==> src/rtl/float_pkg.sv <==
// Shared binary32 field constants and packing helpers for the int<->float converters.
package float_pkg;

    localparam int unsigned FP_EXP_W  = 8;
    localparam int unsigned FP_FRAC_W = 23;
    localparam int unsigned FP_BIAS   = 127;

    // Exponent of a normalized 32-bit integer whose MSB sits at bit 31.
    localparam logic [FP_EXP_W-1:0] FP_INT32_EXP = FP_EXP_W'(FP_BIAS + 31);

    localparam logic [31:0] FP_POS_ZERO = 32'h0000_0000;

    function automatic logic [31:0] fp_pack(input logic                 s,
                                            input logic [FP_EXP_W-1:0]  e,
                                            input logic [FP_FRAC_W-1:0] f);
        return {s, e, f};
    endfunction

endpackage

==> src/rtl/lzc32.sv <==
// Combinational 32-bit leading-zero counter built as a binary tree of 2-bit leaves.
module lzc32 (
    input  logic [31:0] in_i,
    output logic [4:0]  cnt_o,
    output logic        all_zero_o
);

    // Node i at level l covers bits [(i+1)*2^(l+1)-1 : i*2^(l+1)]; higher index is more significant.
    logic       zero_l [0:4][0:15];
    logic [4:0] cnt_l  [0:4][0:15];

    // Leaves, then pairwise merge: if the upper half is all zero, count = half width + lower count.
    always_comb begin
        for (int l = 0; l < 5; l++) begin
            for (int i = 0; i < 16; i++) begin
                zero_l[l][i] = 1'b0;
                cnt_l[l][i]  = '0;
            end
        end
        for (int i = 0; i < 16; i++) begin
            zero_l[0][i] = ~|in_i[2*i+1 -: 2];
            cnt_l[0][i]  = {4'b0, ~in_i[2*i+1]};
        end
        for (int l = 0; l < 4; l++) begin
            for (int i = 0; i < (8 >> l); i++) begin
                zero_l[l+1][i] = zero_l[l][2*i+1] & zero_l[l][2*i];
                cnt_l[l+1][i]  = zero_l[l][2*i+1] ? (cnt_l[l][2*i] | (5'd1 << (l + 1)))
                                                  : cnt_l[l][2*i+1];
            end
        end
    end

    assign cnt_o      = cnt_l[4][0];
    assign all_zero_o = zero_l[4][0];

endmodule

==> src/rtl/int_to_float_pipelined.sv <==
// Three-stage int32 -> binary32 converter (round-to-nearest-even) with valid/ready on both sides.
module int_to_float_pipelined
    import float_pkg::*;
(
    input  logic        clk,
    input  logic        rst,
    input  logic        in_valid,
    output logic        in_ready,
    input  logic [31:0] input_a,
    output logic        out_valid,
    input  logic        out_ready,
    output logic [31:0] output_z
);

    // Stage 1: sign / magnitude capture
    logic        v1_q, s1_sign_q, s1_zero_q;
    logic [31:0] s1_mag_q;
    // Stage 2: normalized mantissa and exponent
    logic                v2_q, s2_sign_q, s2_zero_q;
    logic [31:0]         s2_norm_q;
    logic [FP_EXP_W-1:0] s2_exp_q;
    // Stage 3: packed result
    logic        v3_q;
    logic [31:0] z_q;

    logic en1, en2, en3;
    logic [31:0] s1_mag_d, s2_norm_d, z_d;
    logic [FP_EXP_W-1:0] s2_exp_d;
    logic [4:0] lz;
    logic       lz_zero;

    // Stage loads when empty or when the stage after it is loading this cycle.
    always_comb begin
        en3 = ~v3_q | out_ready;
        en2 = ~v2_q | en3;
        en1 = ~v1_q | en2;
    end

    assign in_ready  = en1;
    assign out_valid = v3_q;
    assign output_z  = z_q;

    // S1: absolute value; 0x80000000 negates to itself, which is right as unsigned.
    always_comb begin
        s1_mag_d = input_a[31] ? (~input_a + 32'd1) : input_a;
    end

    lzc32 u_lzc (
        .in_i       (s1_mag_q),
        .cnt_o      (lz),
        .all_zero_o (lz_zero)
    );

    // S2: shift leading one to bit 31 and derive the biased exponent.
    always_comb begin
        s2_norm_d = s1_mag_q << lz;
        s2_exp_d  = FP_INT32_EXP - {3'b0, lz};
    end

    // S3: round-to-nearest-even on the 8 discarded bits; mantissa overflow bumps the exponent.
    always_comb begin
        logic [23:0] m;
        logic        g, r, sticky, up;
        logic [24:0] m25;
        logic [FP_EXP_W-1:0]  e;
        logic [FP_FRAC_W-1:0] f;
        m      = s2_norm_q[31:8];
        g      = s2_norm_q[7];
        r      = s2_norm_q[6];
        sticky = |s2_norm_q[5:0];
        up     = g & (r | sticky | m[0]);
        m25    = {1'b0, m} + {24'b0, up};
        e      = s2_exp_q;
        f      = m25[22:0];
        if (m25[24]) begin
            e = s2_exp_q + 8'd1;
            f = '0;
        end
        z_d = s2_zero_q ? FP_POS_ZERO : fp_pack(s2_sign_q, e, f);
    end

    // Stage registers; data only moves when a valid item enters the stage.
    always_ff @(posedge clk or posedge rst) begin
        if (rst) begin
            v1_q      <= 1'b0;
            s1_sign_q <= 1'b0;
            s1_zero_q <= 1'b0;
            s1_mag_q  <= '0;
            v2_q      <= 1'b0;
            s2_sign_q <= 1'b0;
            s2_zero_q <= 1'b0;
            s2_norm_q <= '0;
            s2_exp_q  <= '0;
            v3_q      <= 1'b0;
            z_q       <= FP_POS_ZERO;
        end else begin
            if (en1) begin
                v1_q <= in_valid;
                if (in_valid) begin
                    s1_sign_q <= input_a[31];
                    s1_zero_q <= (input_a == 32'd0);
                    s1_mag_q  <= s1_mag_d;
                end
            end
            if (en2) begin
                v2_q <= v1_q;
                if (v1_q) begin
                    s2_sign_q <= s1_sign_q;
                    // Both flags mark a zero operand; either suffices.
                    s2_zero_q <= s1_zero_q | lz_zero;
                    s2_norm_q <= s2_norm_d;
                    s2_exp_q  <= s2_exp_d;
                end
            end
            if (en3) begin
                v3_q <= v2_q;
                if (v2_q) begin
                    z_q <= z_d;
                end
            end
        end
    end

endmodule
==> config.mk <==
export PLATFORM = sky130hd
export DESIGN_NAME = int_to_float_pipelined
export DESIGN_NICKNAME = d
export VERILOG_FILES = /design/src/rtl/float_pkg.sv /design/src/rtl/lzc32.sv /design/src/rtl/int_to_float_pipelined.sv
export SDC_FILE = /design/constraint.sdc
export NUM_CORES = 1
export LEC_CHECK = 0
export ABC_AREA = 1
export CAP_MARGIN = 20
export CORE_UTILIZATION = 54
export CTS_CLUSTER_SIZE = 14
export DETAILED_ROUTE_END_ITERATION = 8
export GPL_TIMING_DRIVEN = 0
export PLACE_DENSITY = 0.75
export SYNTH_ARGS = -nofsm -noshare
export SYNTH_HDL_FRONTEND = slang
export SYNTH_HIERARCHICAL = 1
export SYNTH_SLANG_ARGS = --single-unit
==> constraint.sdc <==
create_clock -name clk -period 10 [get_ports clk]
set_input_delay 2.5 -clock clk [delete_from_list [all_inputs] [get_ports clk]]
set_output_delay 2.5 -clock clk [all_outputs]
set_load 0.02 [all_outputs]
* Yosys cells after proc, flatten, opt, wreduce, memory -nomap -nowiden *
Cells that the tools add are included.

operators by class
  add/sub/neg operators = 4
  shift-type cells = 1
  mux-type cells = 19
  bitwise gates (word level) = 42
  reduce and logical (&&, ||, !) cells = 37

operators by type and width
  kind                   count
  $mux 32                2
  $add 32x1->32 const B  1
  $logic_not 32->1       1
  $not 32->32            1
  $reduce_or 2->1        16
  $shl 32x5->32          1
  $add 24x1->25          1
  $mux 23                1
  $mux 5                 4
  $not 1->1              19
  $and 1x1->1            16
  $logic_not 1->1        16
  $mux 2                 8
  $add 8x1->8 const B    1
  $mux 8                 1
  $sub 8x5->8 const A    1
  $mux 3                 2
  $or 1x1->1             6
  $reduce_and 2->1       3
  $reduce_or 6->1        1
  $mux 4                 1

word-level totals
  flip-flop bits (word level) = 111
  bits of input ports = 36
  output and inout bits = 34
  logic and storage cells = 114

* Longest topological paths before layout *
Gate-level depths: netlist of the first run.

  word-level depth = 7
  gate-level depth with buffers = 19

* By module *
Netlist of the first run, hierarchy kept.

by module, submodules not included
  module                  instances  cells an instance  area an instance (µm²)  seq. area each (µm²)
  int_to_float_pipelined  1          1089               7409.6                  2777.7
  lzc32                   1          110                546.8                   0.0

* Worst setup path after synthesis of the first run *
OpenSTA, ideal clock, no wires.

  path type = input-to-output
  start = input out_ready
  end = output in_ready
  data arrival time = 2787 ps
  data required time = 7500 ps
  slack = 4713 ps
  cell stages on the path = 2
  cells stage by stage = inv_2 > nand4_1

between the ends
  cells in the longest elaborated chain, start to end = 3

RTL lines
  element          line                          source
  start, declared  int_to_float_pipelined.sv:11  input logic out_ready,
  $or 1x1->1       int_to_float_pipelined.sv:34  en3 = ~v3_q | out_ready;
  $or 1x1->1       int_to_float_pipelined.sv:35  en2 = ~v2_q | en3;
  $or 1x1->1       int_to_float_pipelined.sv:36  en1 = ~v1_q | en2;
  end, declared    int_to_float_pipelined.sv:8   output logic in_ready,

Every way passes these cells.

* Worst setup path in the final report of the first run *
Same ends and word-level chain as after synthesis.

==> reports/qor.csv, run 1 <==
stage,metric,value,unit
drt,drt_pass1_iterations,8,
drt,vias,8283,
final_layout,mostFrequentLayoutCell,nand2_1,
die,fp.coreArea,0.0141,mm^2
pwr,clockPowerShare,0.183,
setup_path,critPathArrivalTime,3.75,ns
setup_path,path_class,input pin to output pin,
final_layout,finalNonFillerCells,1464,
clock_network,post_cts_buffers,0,
clock_network,cts_buffer_depth,2,
worst_hold_path,min_path_type,flip-flop to flip-flop,
clock_network,clk_pin_slew,0.08,ns
clock_network,cts_buffers,9,
pwr,internal_power,1180,uW
timing,min_period,6.25,ns
placed_design,gp_congestion,1.00,
global_route,grt_usage,0.330,
drt,drtIter0Drc,769,
pwr,leakagePower,0.00439,uW
die,die_height,123,um
worst_hold_path,worstHoldPathCells,2,
yosys,seq_area_frac_synth,0.349,
yosys,ys_types,45,
die,die-area,0.0152,mm^2
drt,drcViolationCount,0,
final_layout,diodes,0,
global_route,grt_pass1_wl,37.9,mm
yosys,ys_ff_latch,111,
die,io_pins,70,
outcome,status,"finished, final reports clean",
yosys,synth_top_area_share,0.349,
setup_path,crit_start,out_ready,
pwr,power.share.sequential,0.349,
setup_path,start_kind,input pin,
yosys,synth-edff-count,0,
drt,ant_nets,0,
die,initial_utilization,0.562,
flow_run,drv_cap,0,
global_route,grt_pass1_vias,7651,
clock_network,cts_resized,0,
pwr,p_sw,937,uW
timing,worst_pin_slew,0.681,ns
drt,viasPerCell,5.66,
clock_network,insertion_delay,0.37,ns
timing,rsz0062_at_grt,false,
setup_path,worst_path_max_delay_cell,clkdlybuf4s50_1,
final_layout,finalNetCount,1319,
timing,finalClockSkew,0.00939,ns
yosys,yosys-top-cells-area,"dfrtp_1, nand2_1, nand3_1",
placed_design,place_inst,1448,
setup_path,cpMostUsedCell,clkdlybuf4s50_1,
setup_path,timing.rr.start,s1_mag_q[29]$_DFFE_PP0P_,
timing,finalHoldViolCount,0,
setup_path,end_kind,output pin,
final_layout,final_cell_mix,"nand2_1, nand3_1, dfrtp_1",
yosys,syn_inst,1199,
final_layout,fillCellCount,1335,
yosys,syn_area,0.00796,mm^2
global_route,grt-ovfl-total,0,
yosys,synth_top_area_cell,dfrtp_1,
setup_path,slowest_delay,0.63,ns
placed_design,portBuffers,68,
timing,finalSetupTns,0,ns
worst_hold_path,hp-start,output_z[29]$_DFFE_PP0P_,
timing,slew_violations,0,
drt,wl_per_cell,16.2,um
pwr,power,2110,uW
yosys,synth_nets,1239,
placed_design,hpwl,19.0,mm
pwr,pwr-share-comb,0.469,
timing,setup_viol,0,
yosys,async_reset_ff_frac,1.00,
clock_network,root_buffer,clkbuf_16,
timing,clock.fmax,160,MHz
setup_path,critPathRequiredTime,7.50,ns
final_layout,drive_gt1_frac,0.0794,
pwr,switching_share,0.443,
yosys,synth_flop_cell,dfrtp_1,
setup_path,cp_cell_sequence,clkdlybuf4s50_1 > inv_2 > nand4_1 > clkdlybuf4s50_1,
clock_network,cts_hold_buf,0,
timing,post-route-period-util,0.625,
pwr,ir_drop,0.000107,V
global_route,grt_max_degree,77,
die,placementRows,43,
global_route,antenna_found_initial,0,
clock_network,cts_tree,yes,
yosys,yosys_warnings,6,
pwr,power.density,230,mW/mm^2
setup_path,cp_max_fo,3,
die,die_w,123,um
timing,relSlewSlack,0.544,
setup_path,rr_worst_depth,16,
clock_network,h-tree-depth,3,
clock_network,cts.sinks,111,
drt,drt-total-wl,23.7,mm
final_layout,areaGrowthSynthToFinish,15.7,%
yosys,syn_area_per_cell,6.64,um^2
==> synthesized netlist by cell type (all sizes together), types with 5 or more instances <==
library cell,instances
xnor2,5
nand4,27
o21ai,80
nand3,242
nand2,384
xor2,23
nor3,9
dfrtp,111
clkbuf,27
nor2,103
a21oi,9
o211ai,13
inv,110
buf,23
==> critical path, delay by kind of cell <==
family / cells / cell delay (ns)
and+or+nand+nor: 1 / 0.12
buffers and inverters: 3 / 1.14
==> power by group through the flow <==
stage | Combinational [uW] | Clock (uW) | Sequential (uW)
floorplan | 602 | 0 | 778
global placement | 963 | 0 | 732
detailed placement | 977 | 0 | 740
CTS | 986 | 391 | 733
global route | 1110 | 409 | 759
finish | 991 | 386 | 737
==> routing by layer <==
layer / track usage / share of wire / up-vias
met3: 0.0378 / 0.046 / 88
li1: - / - / 4115
met5: 0 / 0 / -
met2: 0.581 / 0.49 / 321
met1: 0.373 / 0.40 / 3759
met4: 0.223 / 0.062 / 0
==> worst paths after layout <==
path,endpoint,slack (ns)
worst min-delay path,output_z[29]$_DFFE_PP0P_,0.48
worst max-delay path,in_ready,3.75
worst min register to register,output_z[29]$_DFFE_PP0P_,0.48
max in group asynchronous,s2_sign_q$_DFFE_PP0P_,6.79
worst max register to register,s2_norm_q[30]$_DFFE_PP0P_,7.20
min in group asynchronous,v1_q$_DFFE_PP0N_,2.50
==> cell families after synthesis <==
group	after synthesis	share of synthesized area
and+or+nand+nor	772	0.442
buffers and inverters	163	0.0837
AOI/OAI and AO/OA	121	0.0877
DFF	111	0.349
xor gates and xnor gates	28	0.0308
adders and majority gates	4	0.00629
==> final cells by class <==
class | count | area, um^2 | area share
clock buffers | 10 | 239 | 0.0260
multi-input cells | 925 | 4510 | 0.490
flip-flops and latches | 111 | 2780 | 0.302
clock inverters | 6 | 77.6 | 0.00842
plain buffers | 50 | 235 | 0.0255
repair buffers | 69 | 708 | 0.0769
inverters | 113 | 433 | 0.0470
well taps | 180 | 225 | 0.0245
==> through the flow <==
step                      hold WS, ns  worst slack [ns]  utilization  area, um^2
final                           0.478              3.75        0.651        9210
after detailed placement        0.466              3.75        0.628        8890
after CTS                       0.486              3.75        0.651        9210
after floorplan                 0.452              4.57            -        7960
after global routing            0.506              3.68        0.651        9210
after global placement          0.461              3.14        0.626        8860
==> flip-flops by register name, indices dropped and copies added, names as in the netlist, 8 cells and up <==
| signal | cells |
|---|---|
| output_z | 32 |
| s1_mag_q | 32 |
| s2_exp_q | 8 |
| s2_norm_q | 32 |
No activity file was read; power rests on OpenSTA's default activity.
==> run 2: changes to the inputs <==
Settings changed: CORE_UTILIZATION 54 to 53, PLACE_DENSITY 0.75 to 0.77.
Clock period 10 ns to 5.7 ns, I/O delays scaled along.
==> run 2 against run 1 <==
Worst setup slack worse by 2.2 ns. Power is 77% higher. Via count is 1.6% lower. Global-route usage shrank 0.95 points. Wire length grew 0.87%. First-iteration DRC count decreased by 25%. Die area grew 1.9%. Critical path type unchanged. Sequential power is 75% higher. Count of clock-buffer cells in the layout decreased by 1. Cell count grew 0.27%.
==> reports/qor.csv, run 2 (same netlist as run 1, synthesis figures left out) <==
stage,metric,value,unit
flow_run,drv_cap,0,
timing,clock.fmax,243,MHz
final_layout,finalNonFillerCells,1468,
placed_design,portBuffers,68,
clock_network,cts_hold_buf,0,
die,die-area,0.0155,mm^2
global_route,grt_usage,0.320,
placed_design,hpwl,19.5,mm
global_route,grt-ovfl-total,0,
die,io_pins,70,
clock_network,clk_pin_slew,0.08,ns
drt,drt-total-wl,23.9,mm
clock_network,cts_resized,0,
pwr,ir_drop,0.000218,V
pwr,leakagePower,0.00440,uW
drt,wl_per_cell,16.3,um
die,die_w,125,um
die,placementRows,44,
timing,finalHoldViolCount,0,
timing,post-route-period-util,0.721,
die,fp.coreArea,0.0146,mm^2
setup_path,critPathRequiredTime,4.28,ns
drt,wl_met1,9.84,mm
drt,viasPerCell,5.55,
setup_path,rr_worst_depth,16,
timing,setup_ws,1.59,ns
timing,finalClockSkew,0.00928,ns
setup_path,cp.depth,4,
drt,ant_nets,0,
setup_path,slowest_delay,0.62,ns
final_layout,final_cell_mix,"nand2_1, nand3_1, dfrtp_1",
setup_path,critPathTopFamily,buffers and inverters,
final_layout,mostFrequentLayoutCell,nand2_1,
setup_path,cp_max_fo,3,
setup_path,path_class,input pin to output pin,
final_layout,fillCellCount,1381,
global_route,grt_max_degree,76,
drt,wl_met2,11.8,mm
timing,holdWs,0.482,ns
clock_network,h-tree-depth,3,
drt,drtIter0Drc,573,
clock_network,cts.sinks,111,
clock_network,post_cts_buffers,0,
clock_network,cts_buffers,9,
final_layout,drive_gt1_frac,0.0794,
final_layout,finalNetCount,1319,
die,initial_utilization,0.545,
global_route,grt_pass1_wl,39.4,mm
worst_hold_path,min_path_type,flip-flop to flip-flop,
setup_path,end_kind,output pin,
timing,rsz0062_at_grt,false,
setup_path,cpMostUsedCell,clkdlybuf4s50_1,
setup_path,worst_path_max_delay_cell,clkdlybuf4s50_1,
final_layout,areaGrowthSynthToFinish,16.1,%
setup_path,critPathArrivalTime,2.68,ns
clock_network,cts_tree,yes,
drt,vias,8152,
setup_path,start_kind,input pin,
pwr,power.density,406,mW/mm^2
placed_design,gp_congestion,0.949,
timing,setup_viol,0,
timing,worst_pin_slew,0.825,ns
global_route,grt_pass1_vias,7864,
drt,drcViolationCount,0,
clock_network,root_buffer,clkbuf_16,
worst_hold_path,worstHoldPathCells,2,
timing,slew_violations,0,
placed_design,place_inst,1452,
global_route,antenna_found_initial,0,
clock_network,insertion_delay,0.37,ns
timing,min_period,4.11,ns
drt,highest_layer,met4,
final_layout,diodes,0,
drt,drt_pass1_iterations,6,
timing,relSlewSlack,0.450,
setup_path,cp_cell_sequence,clkdlybuf4s50_1 > inv_2 > nand4_1 > clkdlybuf4s50_1,
drt,dr_wl_met3,761,um
setup_path,path_buf_inv,3,
clock_network,cts_buffer_depth,2,
outcome,status,"finished, final reports clean",
die,die_height,125,um
placed_design,place_ws,1.58,ns
-- run 2: area by class of cell --
class	instances	area, um^2	area share
Clock buffer	9	225	0.0244
Multi-Input combinational cell	925	4510	0.489
Buffer	50	235	0.0255
Sequential cell	111	2780	0.301
Timing Repair Buffer	69	708	0.0767
Tap cell	184	230	0.0249
Inverter	113	433	0.0469
Clock inverter	7	111	0.0121
-- run 2: per-stage QoR --
step | util | power [uW] | cell area [um^2] | TNS (ns)
4_1_cts | 0.633 | 3740 | 9230 | 0
6_report | 0.633 | 3750 | 9230 | 0
5_1_grt | 0.633 | 4010 | 9230 | 0
3_3_place_gp | 0.608 | 2990 | 8870 | -8.99
2_1_floorplan | - | 2420 | 7960 | 0
3_5_place_dp | 0.610 | 3030 | 8900 | 0
-- run 2: final timing paths --
check	from	to	slack, ns
worst min register to register	output_z[22]$_DFFE_PP0P_	output_z[22]$_DFFE_PP0P_	0.48
worst max register to register	s1_mag_q[26]$_DFFE_PP0P_	s2_norm_q[30]$_DFFE_PP0P_	2.99
worst max-delay path	out_ready	in_ready	1.59
min in group asynchronous	rst	out_valid$_DFFE_PP0P_	1.42
max in group asynchronous	rst	s2_norm_q[21]$_DFFE_PP0P_	3.57
worst min-delay path	output_z[22]$_DFFE_PP0P_	output_z[22]$_DFFE_PP0P_	0.48
-- run 2: worst register-to-register path: stages (launching register included) --
cell	delay, ns
dfrtp_1	0.42
inv_2	0.06
nand2_2	0.10
nor2_4	0.06
nand2_4	0.10
clkinv_4	0.07
nand3_4	0.09
clkinv_2	0.11
nand2_1	0.07
nand2_1	0.20
inv_2	0.19
clkbuf_1	0.41
nand3_1	0.17
nand3_1	0.14
nand3_1	0.14
nand3_1	0.19
nand3_1	0.09
-- run 2: layer usage --
metal  vias to the layer above  track usage
li1                       4096            -
met1                      3719        0.367
met2                       259        0.563
met3                        78       0.0305
met4                         0        0.217
met5                         -            0
-- run 2: where the power goes --
part | switching, uW | internal (uW) | total [uW]
sequential | 237 | 1050 | 1290
combinational | 1090 | 650 | 1740
clock | 321 | 397 | 718
total | 1650 | 2100 | 3750
==> run 3: changes to the inputs <==
Settings changed: CORE_UTILIZATION 53 to 54, PLACE_DENSITY 0.77 to 0.75.
Clock period 5.7 ns to 4.1 ns, I/O delays scaled along.
==> results of run 3 <==
The final DEF is identical to that of run 1. Status: finished, final reports clean.
Among the figures that moved: setup slack after placement 3.75 ns -> 0.798 ns; setup slack after layout 3.75 ns -> 0.799 ns; register-to-register setup slack 7.20 ns -> 1.30 ns; total power 2110 uW -> 5160 uW; worst IR drop on VDD 0.000107 V -> 0.000261 V
